===== src/rtl/xor_result_buffer_pkg.sv =====
// Shared constants for the XOR result buffer.
//   DefaultW      : default data width, matches the upstream XOR stage result
//   DefaultDepth  : default FIFO depth (power of two, >= 2)
//   DefaultCountW : occupancy counter width for the default depth
//   DropCntW      : width of the saturating drop counter
//   count_width() : occupancy counter width for an arbitrary depth
package xor_result_buffer_pkg;

    localparam int unsigned DefaultW      = 20;
    localparam int unsigned DefaultDepth  = 4;
    localparam int unsigned DefaultCountW = $clog2(DefaultDepth) + 1;
    localparam int unsigned DropCntW      = 8;

    // One extra bit so that a completely full FIFO (count == depth) is representable.
    function automatic int unsigned count_width(input int unsigned depth);
        return $clog2(depth) + 1;
    endfunction

endpackage


===== src/rtl/xor_result_buffer_sat_counter.sv =====
// Saturating up-counter with synchronous clear.
//   clk    : clock, rising edge
//   rst    : synchronous active-high reset, forces count to zero
//   clr_i  : clear request
//   inc_i  : increment request; holds at all-ones once saturated
//   cnt_o  : current count
// IncOverClr selects the result when clear and increment coincide:
//   1 -> count becomes 1 (the increment event is kept), 0 -> count becomes 0.
module sat_counter #(
    parameter int unsigned Width      = 8,
    parameter bit          IncOverClr = 1'b1
) (
    input  logic             clk,
    input  logic             rst,
    input  logic             clr_i,
    input  logic             inc_i,
    output logic [Width-1:0] cnt_o
);

    logic [Width-1:0] cnt_q, cnt_d;

    always_comb begin
        cnt_d = cnt_q;
        if (clr_i && inc_i) begin
            cnt_d = IncOverClr ? Width'(1) : '0;
        end else if (clr_i) begin
            cnt_d = '0;
        end else if (inc_i && (cnt_q != '1)) begin
            cnt_d = cnt_q + Width'(1);
        end
    end

    always_ff @(posedge clk) begin
        if (rst) begin
            cnt_q <= '0;
        end else begin
            cnt_q <= cnt_d;
        end
    end

    assign cnt_o = cnt_q;

endmodule


===== src/rtl/xor_result_buffer.sv =====
// Result buffer behind the XOR stage: a small FIFO with no upstream
// backpressure, plus drop statistics and a running XOR checksum of accepted words.
//   clk       : clock, rising edge
//   rst       : synchronous active-high reset (pointers, count, stats; not storage)
//   in_valid  : upstream word valid (cannot be stalled)
//   in_data   : upstream word
//   out_valid : head entry available
//   out_ready : consumer accepts head
//   out_data  : head entry (combinational read of storage)
//   count     : occupancy, 0..DEPTH
//   overflow  : sticky, set when a word is dropped
//   drop_cnt  : saturating count of dropped words
//   checksum  : XOR of all accepted words since reset/clear
//   clr_stats : clears overflow, drop_cnt and checksum; same-cycle events win
module xor_result_buffer
    import xor_result_buffer_pkg::*;
#(
    parameter int unsigned W     = DefaultW,
    parameter int unsigned DEPTH = DefaultDepth
) (
    input  logic                  clk,
    input  logic                  rst,
    input  logic                  in_valid,
    input  logic [W-1:0]          in_data,
    output logic                  out_valid,
    input  logic                  out_ready,
    output logic [W-1:0]          out_data,
    output logic [$clog2(DEPTH):0] count,
    output logic                  overflow,
    output logic [DropCntW-1:0]   drop_cnt,
    output logic [W-1:0]          checksum,
    input  logic                  clr_stats
);

    localparam int unsigned AddrW  = $clog2(DEPTH);
    localparam int unsigned CountW = count_width(DEPTH);

    logic [W-1:0]      mem_q [DEPTH];
    logic [AddrW-1:0]  wr_ptr_q, wr_ptr_d;
    logic [AddrW-1:0]  rd_ptr_q, rd_ptr_d;
    logic [CountW-1:0] count_q, count_d;
    logic              overflow_q, overflow_d;
    logic [W-1:0]      checksum_q, checksum_d;

    logic full;
    logic pop;
    logic push;
    logic drop;

    assign full = (count_q == CountW'(DEPTH));
    assign pop  = out_valid && out_ready;
    // A pop frees the head slot in the same cycle, so a full FIFO can still accept.
    assign push = in_valid && (!full || pop);
    assign drop = in_valid && full && !pop;

    always_comb begin
        wr_ptr_d = wr_ptr_q;
        rd_ptr_d = rd_ptr_q;
        count_d  = count_q;
        if (push) begin
            wr_ptr_d = wr_ptr_q + AddrW'(1);
        end
        if (pop) begin
            rd_ptr_d = rd_ptr_q + AddrW'(1);
        end
        if (push && !pop) begin
            count_d = count_q + CountW'(1);
        end else if (pop && !push) begin
            count_d = count_q - CountW'(1);
        end
    end

    // Clear is applied first, then the same-cycle event on top of it.
    always_comb begin
        checksum_d = clr_stats ? '0 : checksum_q;
        overflow_d = clr_stats ? 1'b0 : overflow_q;
        if (push) begin
            checksum_d = checksum_d ^ in_data;
        end
        if (drop) begin
            overflow_d = 1'b1;
        end
    end

    always_ff @(posedge clk) begin
        if (rst) begin
            wr_ptr_q   <= '0;
            rd_ptr_q   <= '0;
            count_q    <= '0;
            overflow_q <= 1'b0;
            checksum_q <= '0;
        end else begin
            wr_ptr_q   <= wr_ptr_d;
            rd_ptr_q   <= rd_ptr_d;
            count_q    <= count_d;
            overflow_q <= overflow_d;
            checksum_q <= checksum_d;
        end
    end

    // Storage is deliberately not reset; out_data is meaningless while empty.
    always_ff @(posedge clk) begin
        if (push && !rst) begin
            mem_q[wr_ptr_q] <= in_data;
        end
    end

    sat_counter #(
        .Width      (DropCntW),
        .IncOverClr (1'b1)
    ) u_drop_cnt (
        .clk   (clk),
        .rst   (rst),
        .clr_i (clr_stats),
        .inc_i (drop),
        .cnt_o (drop_cnt)
    );

    assign out_valid = (count_q != '0);
    assign out_data  = mem_q[rd_ptr_q];
    assign count     = count_q;
    assign overflow  = overflow_q;
    assign checksum  = checksum_q;

endmodule

===== config.mk =====
export PLATFORM = sky130hd
export DESIGN_NAME = xor_result_buffer
export DESIGN_NICKNAME = d
export VERILOG_FILES = /design/src/rtl/xor_result_buffer_pkg.sv /design/src/rtl/xor_result_buffer_sat_counter.sv /design/src/rtl/xor_result_buffer.sv
export SDC_FILE = /design/constraint.sdc
export NUM_CORES = 1
export LEC_CHECK = 0
export CAP_MARGIN = 5
export CORE_UTILIZATION = 50
export CTS_CLUSTER_DIAMETER = 30
export CTS_CLUSTER_SIZE = 8
export DETAILED_ROUTE_END_ITERATION = 8
export PLACE_DENSITY = 0.75
export SLEW_MARGIN = 20
export SYNTH_ARGS = -nofsm -noshare
export SYNTH_HDL_FRONTEND = slang
export SYNTH_HIERARCHICAL = 1
export SYNTH_SLANG_ARGS = --single-unit

===== constraint.sdc =====
create_clock -name clk -period 8.35 [get_ports clk]
set_clock_uncertainty 0.15 [all_clocks]
set_input_delay 0.835 -clock clk [delete_from_list [all_inputs] [get_ports clk]]
set_output_delay 0.835 -clock clk [all_outputs]
set_load 0.005 [all_outputs]

Word-level counts from Yosys, hierarchy flattened
Memory sizes are Yosys's and may differ from the RTL's. A register that Yosys moved wholly into a read port is not among the register bits.
Cells that the tools add are included.
- register bits: 36
- bits in writable memories: 80
- output and inout port bits: 53
- logic and storage cells: 48
- memories: 1
- memories (name ; depth ; bits a word ; read ports ; clocked after Yosys merged registers in ; write ports ; line ; source):
    mem_q ; 4 ; 20 ; 1 ; 1 ; 1 ; xor_result_buffer.sv:38 ; logic [W-1:0] mem_q [DEPTH];
- add/subtract/negate cells: 5
- eq/ne operators: 2
- mux-type cells: 13
- bitwise logic cells: 1
- reduce and logical (&&, ||, !) cells: 19
- operator list (kind ; number):
    $mux 20 ; 2
    $xor 20x20->20 ; 1
    $logic_and 1x1->1 ; 9
    $add 8x1->8 const B ; 1
    $ne 8x8->1 const B ; 1
    $mux 1 ; 7
    $mux 3 ; 2
    $reduce_bool 3->1 ; 2
    $add 2x1->2 const B ; 2
    $logic_not 1->1 ; 4
    $mux 2 ; 2
    $reduce_bool 2->1 ; 2
    $add 3x1->3 const B ; 1
    $eq 3x3->1 const B ; 1
    $reduce_or 3->1 ; 1
    $sub 3x1->3 const B ; 1
    $logic_or 1x1->1 ; 1

Longest topological paths before layout
Gate-level depths: netlist (run 1).
- depth after elaboration: 8
- mapped depth: 11
- mapped depth without buffers: 9

Hierarchy
The synthesis (run 1) kept the hierarchy.
- by module, submodules not included (module ; instances ; cells each ; area an instance (um^2) ; seq. area each (um^2)):
    xor_result_buffer ; 1 ; 274 ; 4415.5 ; 3002.9
    sat_counter ; 1 ; 50 ; 465.4 ; 160.2

Worst setup path after synthesis (run 1)
Ideal clock, no wire load.
- path type: input-to-reg
- start point: in in_valid
- end point: mem mem_q[1][0] (netlist name), enable pin
- setup time: 427 ps
- arrival: 3115 ps
- data required time: 7773 ps
- slack: 4658 ps
- stages on the path: 4
- buffers on the path: 2
- path through: clkbuf_1 > clkbuf_1 > nand2_1 > nor3b_1
- word-level cells in the longest chain between the ends: 4
- RTL lines (what ; line ; source):
    from (decl) ; xor_result_buffer.sv:23 ; input logic in_valid,
    $logic_and 1x1->1 ; xor_result_buffer.sv:53 ; assign push = in_valid && (!full || pop);
    $logic_and 1x1->1 ; xor_result_buffer.sv:103 ; if (push && !rst) begin
    $mux 1 ; xor_result_buffer.sv:103 ;
    $mux 1 (not written as such) ; xor_result_buffer.sv:104 ; mem_q[wr_ptr_q] <= in_data;
    to (decl) ; xor_result_buffer.sv:38 ;
Every way passes these cells.

==> results.toml, run 1 <==
[run_status]
outcome = "complete, no violations"

[clock_network]
cts_sinks = 118
clockBufferDepth = 2
cts_setup_buffers = 0
ctsHtreeMaxLevel = 4
path_clk_slew_ns = 0.06
ctsHoldBuffers = 0
cts_resized = 0
cts_buffers = 17
ctsRootBufferMaster = "clkbuf_8"
cts_tree = "built"
clk_latency_ns = 0.51

[synthesis]
syn-instance-count = 324
synthAdderAreaFrac = 0.0195
ys.flop_type = "edfxtp_1"
synth_top_family_by_area = "compound AO/OA/AOI/OAI gates"
synth-edff-count = 80
async_flop_share = 0
synth_area_um2 = 4880
syn_avg_cell_area_um2 = 15.1
synthSimpleGateAreaFrac = 0.0492
synth_seq_cells = 118
synthMuxAreaShare = 0.0984
synthesis.nets = 356
ys_seq_area_frac = 0.648
synth_compound_area_frac = 0.131
synth_xor_area_frac = 0.00718
ys_warn_count = 6
ys_types = 42

[timing]
clock.fmax_mhz = 293
relSlewSlack = 0.298
tns_ns = 0
min_period_ns = 3.42
slew_violations = 0
hold_viol = 0
tightest_slew_ns = 1.05
rsz0062_at_grt = "no"
setup_viol = 0
layout_worst_path_cycle_share = 0.409

[setup_path]
r2r_setup_slack_ns = 5.85
cp_slowest_cell = "dfxtp_1"
critical_path_arrival_ns = 2.43
path_delay_family = "flip-flops"
r2r_start = "count[0]"
worstRegToRegCells = 9
cp-start-kind = "flip-flop"
cpPeakStageDelay_ns = 1.01
r2r-end = "count[2]"
worst-path-max-fanout = 20
crit_chain = "mux4_2 -> clkdlybuf4s50_1"
path_buf_inv = 1
worstPathRequired_ns = 7.36
critPathKind = "reg -> out"
endpoint_kind = "output port"

[floorplanning]
core_area_um2 = 9330
die_h_um = 101
boundaryPins = 78
die_area_um2 = 10200
fp-row-count = 35
start_util = 0.523
die_x_um = 101

[placed_design]
detailed_place_hpwl_mm = 5.94
post_dp_cell_area_um2 = 5760
gp_congestion = 0.792
port_buffers = 77

[grt]
grt_pass1_vias = 3118
grt_max_degree = 48
grt_use_total = 0.210
grt_pass1_wl_mm = 15.6
grt_overflow = 0
antenna_found_initial = 0

[route]
drt_iter0_markers = 124
postRouteAntennaNets = 0
vias_per_cell = 5.68
wire_per_inst_um = 18.0
wl_mm = 9.80
route.vias.total = 3098
dr.pass1.iters = 4
drcViolationCount = 0

[power]
ir_drop_v = 0.000204
p_leak_nw = 2.06
p_per_area_nw_per_um2 = 275

[cells_and_area]
layout-drive-gt1-share = 0.163
n_fill_cell = 633
nNetsFinal = 435
n_antenna_cell = 0
area_delta_synth_final_pct = 30.0
fin_area_um2 = 6350

[worst_hold_path]
min_path_cells = 2
hold_class = "reg -> reg"
hp-start = "rd_ptr_q[1]"

[job]
maxCapViolCount = 0
==> registers in the layout, indices dropped and copies added, names as in the netlist, named ones only <==
signal	flops
u_drop_cnt/cnt_o	8
checksum	20
overflow	1
wr_ptr_q	2
mem_q	80
rd_ptr_q	2
count	3
==> synth_stat cells (all sizes together), types with 3 or more instances <==
master,n,area share
edfxtp,80,0.49
clkbuf,16,0.012
ha,6,0.015
mux2i,3,0.0062
a21oi,27,0.028
a311o,20,0.041
nor3,4,0.0041
mux4,20,0.092
nand2,5,0.0038
nor3b,5,0.0077
inv,27,0.021
o2111ai,20,0.036
nand4,3,0.0051
buf,9,0.014
or3,3,0.0038
nor2,7,0.0054
xor2,4,0.0072
dfxtp,38,0.16
a211oi,4,0.0062
==> worst max path at each step <==
stage	start	end	slack (ns)	depth (start not counted)
after detailed placement	out_ready	count[2]	4.99	10
final	flip-flop	out_data[13]	4.93	2
after global placement	out_ready	count[2]	5.09	10
after floorplan	in_valid	mem_q[1][0]	4.66	4
after CTS	flip-flop	out_data[17]	4.88	2
after global routing	flip-flop	out_data[17]	4.81	2
==> power breakdown <==
group	total, mW	internal [mW]	switching, mW
Clock	0.708	0.458	0.250
Sequential	0.695	0.662	0.0324
Combinational	0.343	0.201	0.142
==> area by class of cell <==
cell class / count / area, µm² / area share
sequential: 118 / 3160 / 0.498
multi-input combinational: 154 / 1510 / 0.238
timing repair buffer: 85 / 821 / 0.129
clock buffer: 22 / 474 / 0.0747
tap: 129 / 161 / 0.0254
clock inverter: 10 / 118 / 0.0185
inverter: 27 / 101 / 0.0160
==> worst reg2reg max path, cell delays in order (launching register included) <==
cell	delay [ns]
dfxtp_1	0.38
or4b_1	0.57
nand2_1	0.23
inv_1	0.10
ha_1	0.22
inv_1	0.07
fa_1	0.17
xor2_1	0.07
or3_1	0.31
a21oi_1	0.15
==> placed cells by master (no fill, tap or decap), drive strengths merged, types with 2 or more instances in the layout <==
cell type | synthesis | routed
edfxtp | 80 | 80
clkdlybuf4s50 | 0 | 75
dfxtp | 38 | 38
inv | 27 | 29
a21oi | 27 | 27
clkbuf | 16 | 22
mux4 | 20 | 20
a311o | 20 | 20
o2111ai | 20 | 20
buf | 9 | 10
nor2 | 7 | 7
ha | 6 | 6
nand2 | 5 | 5
nor3b | 5 | 5
xor2 | 4 | 4
a211oi | 4 | 4
nor3 | 4 | 4
or3 | 3 | 3
mux2i | 3 | 3
clkinvlp | 0 | 3
clkinv | 0 | 3
nand4 | 3 | 3
nor4b | 2 | 2
o31ai | 2 | 2
nand3 | 2 | 2
nand4b | 2 | 2
bufinv | 0 | 2
==> per-stage QoR <==
stage | hold slack [ns] | instances | util | power, mW | setup WS [ns]
finish | 0.374 | 545 | 0.680 | 1.75 | 4.93
global route | 0.412 | 545 | 0.680 | 1.82 | 4.81
CTS | 0.375 | 545 | 0.680 | 1.76 | 4.88
detailed placement | 0.359 | 513 | 0.617 | 1.05 | 4.99
global placement | 0.353 | 513 | 0.617 | 1.04 | 5.09
floorplan | 0.335 | 324 | - | 0.890 | 4.66
==> metal layers <==
metal	track usage	part of all wire	vias to the layer above
met1	0.261	0.42	1526
met3	0.0576	0.055	11
met4	0.0892	0.013	0
met5	0	0	-
li1	-	-	1458
met2	0.349	0.51	103
==> cells by family (layout without fill, tap and decap cells) <==
family / Yosys count / after routing
buf+inv: 52 / 144
xor+xnor: 4 / 4
mux: 23 / 23
fa+ha+maj: 7 / 7
flops: 118 / 118
compound gates: 81 / 81
simple gates: 39 / 39
No activity file was read; power rests on OpenSTA's default activity.
==> run 2, diff against run 1 <==
==> constraint.sdc (replaced) <==
create_clock -name clk -period 3.25 [get_ports clk]
set_clock_uncertainty 0.15 [all_clocks]
set_input_delay 0.325 -clock clk [delete_from_list [all_inputs] [get_ports clk]]
set_output_delay 0.325 -clock clk [all_outputs]
set_load 0.005 [all_outputs]
==> run 2 against run 1 <==
Critical path depth grew 1. Worst setup slack lost 4.4 ns. Power grew to 2.6 times the previous value. Sequential share of layout area is essentially flat. Wire length grew 0.97%. Flip-flop and latch count is the same. Utilization shrank 0.054 points. Non-clock buffer count grew 1. Critical path type unchanged. Largest cell class unchanged. Largest power group unchanged. Highest routed layer unchanged.
==> results.toml, run 2 (synthesized netlist as in run 1, its figures left out) <==
[clock_network]
cts_setup_buffers = 0
ctsHoldBuffers = 0
clk_latency_ns = 0.50
clockBufferDepth = 2
cts_sinks = 118
cts_buffers = 17
cts_resized = 0
cts_tree = "built"
ctsHtreeMaxLevel = 4
path_clk_slew_ns = 0.06
ctsRootBufferMaster = "clkbuf_8"

[timing]
tns_ns = 0
min_period_ns = 2.72
tightest_slew_ns = 0.854
timing.hold.ws_ns = 0.209
relSlewSlack = 0.430
hold_viol = 0
clock.fmax_mhz = 368
postLayoutSetupSlackWorst_ns = 0.533
slew_violations = 0
layout_worst_path_cycle_share = 0.836
setup_viol = 0
rsz0062_at_grt = "no"

[cells_and_area]
final_cell_mix = "80 x edfxtp_1, 75 x clkdlybuf4s50_1, 38 x dfxtp_1, 27 x inv_1, 27 x a21oi_1"
layout-drive-gt1-share = 0.163
layout_commonest_cell = "edfxtp_1"
multi_input_area_um2 = 1510
top_register = "mem_q"
largest_register_ffs = 80
n_fill_cell = 666
seqCellArea_um2 = 3160
area_delta_synth_final_pct = 29.9
n_antenna_cell = 0
nNetsFinal = 436

[run_status]
outcome = "complete, no violations"

[grt]
grt_use_met1 = 0.265
antenna_found_initial = 0
globalRouteMet3Util = 0.0742
met2_usage = 0.339
grt_max_degree = 48
grt_use_total = 0.211
grt-busiest-layer = "met2"
grt_pass1_vias = 3175
grt_pass1_wl_mm = 15.8
grt_overflow = 0

[power]
p_leak_nw = 2.06
power_mw = 4.46
p_per_area_nw_per_um2 = 704
ir_drop_v = 0.000630

[floorplanning]
boundaryPins = 78
die_h_um = 101
die_x_um = 101
start_util = 0.523
core_area_um2 = 9330
fp-row-count = 35
die_area_um2 = 10200

[setup_path]
critPathKind = "reg -> out"
worst-path-max-fanout = 20
cp-start-kind = "flip-flop"
worstRegToRegCells = 9
critical_path_arrival_ns = 2.24
worstPathRequired_ns = 2.77
endpoint_kind = "output port"

[route]
postRouteAntennaNets = 0
drcViolationCount = 0
vias_per_cell = 5.77
wire_per_inst_um = 18.1
route.vias.total = 3153
drt_iter0_markers = 234
wl_mm = 9.90
dr.pass1.iters = 4

[placed_design]
post-place-ws_ns = 0.384
gp_congestion = 0.779
detailed_place_hpwl_mm = 5.83
port_buffers = 77

[worst_hold_path]
hold_class = "in -> reg"
min_path_cells = 3

[job]
maxCapViolCount = 0
==> run 2: stage by stage <==
step                 util  instances  area, µm²
floorplan               -        324       4880
global placement    0.618        514       5760
detailed placement  0.618        514       5760
CTS                 0.680        546       6340
global route        0.680        546       6340
finish              0.680        546       6340
==> run 2: layout make-up <==
type / count / area share
clock buffers: 19 / 0.0665
repair buffers: 86 / 0.131
multi-input cells: 154 / 0.238
well taps: 129 / 0.0254
inverters: 27 / 0.0160
clock inverters: 13 / 0.0249
flip-flops and latches: 118 / 0.499
==> run 2: where the power goes <==
group          internal [mW]  switching (mW)
clock network           1.16           0.627
logic                  0.519           0.391
registers               1.70          0.0640
==> run 2: worst max-delay path: stages, from the launching register on <==
cell and delay (ns):
dfxtp_1 0.30, buf_4 0.37, mux4_2 0.59, clkdlybuf4s50_1 0.46
==> run 2: worst paths after layout <==
check	start	to	slack (ns)
worst max-delay path	flip-flop	out_data[0]	0.53
worst min-delay path	in_valid	checksum[10]	0.21
worst max register to register	count[0]	count[2]	0.72
worst min register to register	u_drop_cnt/cnt_o[1]	u_drop_cnt/cnt_o[1]	0.36
==> run 2: per-layer routing <==
metal / share of wire / routed length, µm
met5: 0 / 0
met4: 0.0099 / 98
met3: 0.065 / 643
met2: 0.50 / 4940
met1: 0.43 / 4210
==> run 3, diff against run 2 <==
==> constraint.sdc (replaced) <==
create_clock -name clk -period 2.7 [get_ports clk]
set_clock_uncertainty 0.15 [all_clocks]
set_input_delay 0.27 -clock clk [delete_from_list [all_inputs] [get_ports clk]]
set_output_delay 0.27 -clock clk [all_outputs]
set_load 0.005 [all_outputs]
==> run 3 against run 2 <==
Worst setup slack worse by 0.35 ns. Critical endpoint is now out_data[3]. Design area up 0.93%. Power up 23%. First-iteration DRC count down 47%. Flip-flop and latch count unchanged. Sequential power up 20%. Sequential share of layout area down 0.46 points. Wire length down 0.20%. Critical path type unchanged. Clock power up 26%. Die area unchanged. Utilization up 0.63 points.
==> results.toml, run 3 (synthesized netlist as in run 1, its figures left out) <==
[timing]
clock.fmax_mhz = 397
relSlewSlack = 0.418
layout_worst_path_cycle_share = 0.933
hold_viol = 0
rsz0062_at_grt = "no"
postLayoutSetupSlackWorst_ns = 0.181
setup_viol = 0
min_period_ns = 2.52
slew_violations = 0
tightest_slew_ns = 0.873

[clock_network]
ctsHoldBuffers = 1
clockBufferDepth = 2
cts_resized = 0
path_clk_slew_ns = 0.06
ctsRootBufferMaster = "clkbuf_8"
cts_buffers = 17
cts_tree = "built"
ctsHtreeMaxLevel = 4
cts_setup_buffers = 0
cts_sinks = 118
clk_latency_ns = 0.51

[route]
vias_per_cell = 5.79
route.vias.total = 3181
postRouteAntennaNets = 0
wl_mm = 9.88
drcViolationCount = 0
dr.pass1.iters = 5
wire_per_inst_um = 18.0
drt_iter0_markers = 125

[cells_and_area]
n_antenna_cell = 0
layout-drive-gt1-share = 0.169
area_delta_synth_final_pct = 31.1
utilization = 0.686
final_cell_mix = "80 x edfxtp_1, 75 x clkdlybuf4s50_1, 38 x dfxtp_1, 27 x inv_1, 27 x a21oi_1"
layout_commonest_cell = "edfxtp_1"
largest_register_ffs = 80
nNetsFinal = 439
top_register = "mem_q"

[setup_path]
worst-path-max-fanout = 20
path_buf_inv = 2
cp-start-kind = "flip-flop"
crit_chain = "buf_12 -> mux4_2 -> clkdlybuf4s50_1"
cp_slowest_cell = "mux4_2"
endpoint_kind = "output port"
critical_path_arrival_ns = 2.10
cpPeakStageDelay_ns = 0.55
critPathKind = "reg -> out"
worstPathRequired_ns = 2.28
path_delay_family = "buffers and inverters"
r2r_setup_slack_ns = 0.35

[placed_design]
gp_congestion = 0.798
detailed_place_hpwl_mm = 5.92
port_buffers = 77
post-place-ws_ns = 0.0942

[worst_hold_path]
hold_class = "in -> reg"

[floorplanning]
die_x_um = 101
start_util = 0.523
boundaryPins = 78
die_area_um2 = 10200
die_h_um = 101
fp-row-count = 35
core_area_um2 = 9330

[run_status]
outcome = "complete, no violations"

[job]
maxCapViolCount = 0

[power]
ir_drop_v = 0.000581
p_per_area_nw_per_um2 = 860
p_leak_nw = 2.08

[grt]
grt_pass1_wl_mm = 16.0
grt_pass1_vias = 3180
antenna_found_initial = 0
grt_use_met1 = 0.271
met2_usage = 0.349
grt-busiest-layer = "met2"
grt_max_degree = 48
grt_use_total = 0.214
globalRouteMet3Util = 0.0645
grt_overflow = 0
[run 3: changes by cell type in the layout (fill, tap and decap cells not counted)]
cell / previous run / this run
clkinv_4: 3 / 0
buf_12: 0 / 1
buf_4: 9 / 10
bufinv_16: 3 / 4
clkbuf_1: 2 / 1
clkinv_2: 3 / 4
clkinvlp_4: 3 / 4
dlygate4sd3_1: 0 / 1
inv_6: 0 / 1
[run 3: per-stage QoR]
step	power [mW]	hold WS, ns	cell area (µm²)	instances	TNS, ns
detailed placement	3.28	0.354	5790	516	0
floorplan	2.75	0.189	4880	324	-33.73
CTS	5.56	0.279	6400	549	0
global route	5.75	0.305	6400	549	0
global placement	3.26	0.344	5790	516	0
finish	5.50	0.292	6400	549	0
[run 3: cell type report]
class,count,area [µm²]
flip-flops and latches,118,3160
fillers,651,2930
multi-input cells,154,1510
repair buffers,89,866
clock buffers,18,418
clock inverters,14,183
well taps,129,161
inverters,27,101
[run 3: worst paths after layout]
path | start | endpoint | depth (start not counted)
worst max-delay path | flip-flop | out_data[3] | 3
worst min-delay path | in_data[4] | mem_q[2][4] | 1
worst max register to register | count[0] | count[2] | 9
worst min register to register | u_drop_cnt/cnt_o[6] | u_drop_cnt/cnt_o[6] | 1
[run 3: power by group]
part / total (mW) / switching, mW / leakage, nW / internal [mW]
clock network: 2.26 / 0.774 / 0.284 / 1.49
registers: 2.13 / 0.0812 / 1.04 / 2.05
logic: 1.11 / 0.464 / 0.762 / 0.647
[run 3: routing by layer]
metal | share of wire | routed length (µm)
met1 | 0.41 | 4080
met2 | 0.51 | 5080
met3 | 0.061 | 607
met4 | 0.010 | 102
met5 | 0 | 0
==> variant 1: new RTL, config.mk and constraints of run 3 <==
Compare `count_q` against `CountW'(DEPTH)` with >= in place of ==.
--- a/src/rtl/xor_result_buffer.sv
+++ b/src/rtl/xor_result_buffer.sv
@@ -49,3 +49,3 @@
 
-    assign full = (count_q == CountW'(DEPTH));
+    assign full = (count_q >= CountW'(DEPTH));
     assign pop  = out_valid && out_ready;
Function: same outputs for any inputs over 10 cycles, from zero or initial values and one cycle with rst high; that may be too few to reach the edited logic, so the function may still have changed.
==> variant 1 against run 3 <==
Clock power decreased by 3%; die area increased by 2.2%; design area increased by 2.3%; total power decreased by 0.25%; sequential cell count unchanged; via count decreased by 2.3%; wire length increased by 0.81%; setup slack improved by 16 ps; area after synthesis increased by 2.2%; critical path type unchanged; largest cell class unchanged; largest power group unchanged.
==> variant 1: results (changes against run 3) <==
status: "completed"
ys_warn_count: 6  # unchanged
reg2reg_from: "count[2]"
drive_above_1_share_pct: 23.02  # +6.1 points
root_buffer: "clkbuf_8"
grt_pass1_wl_um: 15580  # -2.8%
clk_pin_slew_ps: 60  # about the same
grt_max_degree: 41  # -15%
slowest_delay_ps: 530  # -20 ps
drt_pass1_iterations: 5  # unchanged
instances_no_fill: 563  # +2.6%
p_leak_nw: 2.404  # +15%
worstPathArrival_ps: 2080  # -20 ps
pwr-share-clk_pct: 40.1  # -1.0 points
timing.hold.ws_ps: 291.7  # -0.7190 ps
crit_fanout: 20  # unchanged
fin_nets: 449  # +2.3%
synth.avg_cell_area_um2: 15.40  # +2.2%
swShare_pct: 24.65  # +0.67 points
synth_area_leaders: "edfxtp_1 (48%), dfxtp_1 (15%), mux4_2 (9.0%)"
slew_headroom_pct: 52.49  # +11 points
seq_area_frac_synth_pct: 63.41  # -1.4 points
clock_path_buffers: 2  # unchanged
largest_reg_flops: 80  # unchanged
synth_nets: 356  # unchanged
fill_cells: 711  # +9.2%
r2r_slack_ps: 490  # +140 ps
dpl.hpwl_um: 6597  # +11%
first_global_vias: 3065  # -3.6%
n_antenna_cell: 0  # unchanged
synth_edf_count: 80  # unchanged
vdd_ir_drop_max_uv: 507.3  # -13%
drt-total-wl_um: 9957  # +0.81%
yosysUniqueCellTypes: 43  # +2.4%
antenna_found_initial: 0  # unchanged
synthTopCellsByCount: "edfxtp_1 (80), dfxtp_1 (38), nand3_1 (25), mux2i_1 (23)"
worstHoldStart: "in_data[15]"
largest-register: "mem_q"
via_per_inst: 5.522  # -4.7%
drt_iter0_drc: 149  # +19%
worstSetupPathType: "reg -> out"
dp.cells: 531  # +2.9%
grt_use_total_pct: 20.70  # -0.73 points
gp_congestion: 0.7667  # -3.9%
comb_power_share_pct: 20.8  # +0.6 points
==> variant 1: cell count changes after synthesis, sizes merged, moves of 2 or more <==
cell     delta
a21oi      -20
a21o       +19
mux2i      +20
o21ai       +2
o2111ai    -20
clkbuf      -7
buf         +4
inv        -17
a311o      -20
nand3      +41
==> variant 1: stage by stage <==
step	instance area [µm²]	setup TNS (ps)	utilization [%]	total power, mW	setup slack [ps]
6_report	6551	0	67.34	5.489	196.2
5_1_grt	6551	0	67.34	5.709	108.4
4_1_cts	6551	0	67.34	5.531	158.2
3_5_place_dp	5958	0	61.24	3.329	192.0
3_3_place_gp	5958	0	61.24	3.305	262.7
2_1_floorplan	4989	-11230	-	2.809	-148.7
==> variant 1: worst paths after layout <==
check                                    end  cells after the start
worst min register to register  checksum[17]                      2
worst max-delay path            out_data[15]                      3
worst max register to register      count[2]                      7
worst min-delay path            mem_q[0][15]                      1
==> variant 1: area by class of cell <==
cell class | count | share of cell area, %
sequential | 118 | 48.28
inverter | 10 | 0.5730
timing repair buffer | 96 | 14.13
multi-input combinational | 174 | 25.42
clock inverter | 15 | 2.731
clock buffer | 17 | 6.322
tap | 133 | 2.540
==> variant 1: cells by family (layout without fill, tap and decap cells) <==
family,count (synthesis),after routing,synth area share [%]
compound gates,42,42,6.421
xor+xnor,4,4,0.7022
fa+ha+maj,7,7,1.906
buf+inv,32,138,3.612
flops,118,118,63.41
mux,43,43,13.64
simple gates,78,78,10.31
==> variant 1: routing by layer <==
layer | part of all wire (%) | routed length, µm | track usage [%] | vias to the layer above
met3 | 4.7 | 466 | 6.224 | 9
met1 | 43 | 4302 | 26.21 | 1571
met5 | 0 | 0 | 0 | -
met2 | 51 | 5126 | 34.10 | 87
li1 | - | - | - | 1442
met4 | 0.62 | 62 | 7.253 | 0
==> variant 2: new RTL, flow settings as in run 3 <==
Without the edit above. Set the package constant `DefaultW` to 40 (it was 20).
--- a/src/rtl/xor_result_buffer_pkg.sv
+++ b/src/rtl/xor_result_buffer_pkg.sv
@@ -8,3 +8,3 @@
 
-    localparam int unsigned DefaultW      = 20;
+    localparam int unsigned DefaultW      = 40;
     localparam int unsigned DefaultDepth  = 4;
Ports: changed (resized checksum, in_data and out_data); port bits go from 78 to 138. The function was not compared with the original's and may differ.
==> variant 2 against run 3 <==
Wire length increased by 100%; setup slack got worse by 29 ps; combinational power increased by 89%; design area increased by 87%; total power increased by 100%; via count increased by 82%; fmax decreased by 1.1%; sequential cell count increased by 100; area after synthesis increased by 80%; largest power group unchanged.
==> variant 2: results (changes against run 3) <==
via_per_inst: 6.006  # +3.7%
cts-htree-levels: 2  # -2
fill_cells: 1066  # +64%
first_global_vias: 5689  # +79%
port_buffers: 137  # +78%
drt-total-wl_um: 20200  # +100%
p_leak_nw: 3.925  # +88%
synth_compound_area_share_pct: 12.69  # -0.38 points
met3_usage_pct: 5.068  # -1.4 points
clock_path_buffers: 3  # +1
drt_pass1_iterations: 4  # -1
grt_use_met1_pct: 29.49  # +2.4 points
synth_edf_count: 160  # +100%
drive_above_1_share_pct: 19.54  # +2.6 points
dp.cells: 879  # +70%
synth_area_leaders: "edfxtp_1 (55%), dfxtp_1 (13%), mux4_2 (10%)"
wl_per_cell_um: 21.00  # +17%
synthMuxAreaShare_pct: 10.61  # +0.77 points
swShare_pct: 23.23  # -0.75 points
clk_pin_slew_ps: 50
min-delay-path-class: "in -> reg"
status: "completed"
synth-xor-area-share_pct: 0.3993  # -0.32 points
synth-adder-area-share_pct: 1.084  # -0.86 points
use_met2_pct: 38.17  # +3.2 points
worst_pin_slew_ps: 933.9  # +60.86 ps
drt_iter0_drc: 451  # +260%
seq_area_frac_synth_pct: 68.00  # +3.2 points
grt_pass1_wl_um: 31110  # +94%
syn_inst: 545  # +68%
fin_nets: 755  # +72%
vdd_ir_drop_max_uv: 618.5  # +6.4%
pre_cts_ws_ps: -125.6  # -219.8 ps
synthTopCellsByCount: "edfxtp_1 (160), dfxtp_1 (58), a21oi_1 (47), inv_1 (47)"
numCtsBuffers: 44  # +27
grt_max_degree: 86  # +79%
yosysUniqueCellTypes: 42  # unchanged
worstHoldStart: "rst"
root_buffer: "clkbuf_16"
gp_congestion: 0.8210  # +2.9%
synth_nets: 597  # +68%
dpl.hpwl_um: 11940  # +100%
largest_reg_flops: 160  # +100%
variant 2: cell count changes in the layout (fill, tap and decap cells not counted), sizes merged:
cell           delta
inv              +19
edfxtp           +80
clkinv            +8
mux4             +20
buf              +11
clkdlybuf4s50    +59
o2111ai          +20
clkbuf           +39
dfxtp            +20
a311o            +20
bufinv            +2
dlygate4sd3       -1
a21oi            +20
variant 2: per-layer routing:
layer | share of wire, % | wire length (µm)
met2 | 51 | 10210
met4 | 1.8 | 369
met1 | 41 | 8336
met3 | 6.3 | 1282
met5 | 0 | 0
variant 2: cell type report:
class | instances | area share (%)
Clock buffer | 57 | 9.934
Clock inverter | 23 | 2.337
Inverter | 47 | 1.471
Multi-Input combinational cell | 234 | 20.57
Sequential cell | 218 | 49.80
Tap cell | 225 | 2.348
Timing Repair Buffer | 158 | 13.54
variant 2: worst paths after layout:
check / endpoint / slack, ps / cells past startpoint
max: out_data[38] / 150 / 3
max reg2reg: count[2] / 250 / 8
min reg2reg: u_drop_cnt/cnt_o[1] / 370 / 2
min: checksum[11] / 110 / 2
variant 2: power groups by stage:
stage	Combinational, mW	Clock, mW	Sequential (mW)
detailed placement	2.10	0	3.94
finish	2.10	5.28	3.88
floorplan	1.05	0	3.94
global route	2.25	5.52	3.89
CTS	2.12	5.36	3.88
global placement	2.04	0	3.92
variant 2: logic make-up (layout without fill, tap and decap cells):
| family | Yosys count | in the layout |
|---|---|---|
| AND/OR/NAND/NOR | 39 | 39 |
| AO/OA/AOI/OAI | 141 | 141 |
| XOR/XNOR | 4 | 4 |
| multiplexers | 43 | 43 |
| adder cells (fa/ha/maj) | 7 | 7 |
| buffers and inverters | 93 | 285 |
| flip-flops | 218 | 218 |
variant 2: per-stage QoR:
| step | util, % | area [µm²] |
|---|---|---|
| 3_5_place_dp | 60.79 | 10480 |
| 4_1_cts | 69.32 | 11950 |
| 3_3_place_gp | 60.72 | 10470 |
| 2_1_floorplan | - | 8822 |
| 6_report | 69.56 | 11990 |
| 5_1_grt | 69.56 | 11990 |
variant 2: worst max-delay path, cell delays in order (launching register included):
cell and delay (ps):
dfxtp_4 370, buf_12 200, mux4_2 530, clkdlybuf4s50_1 520
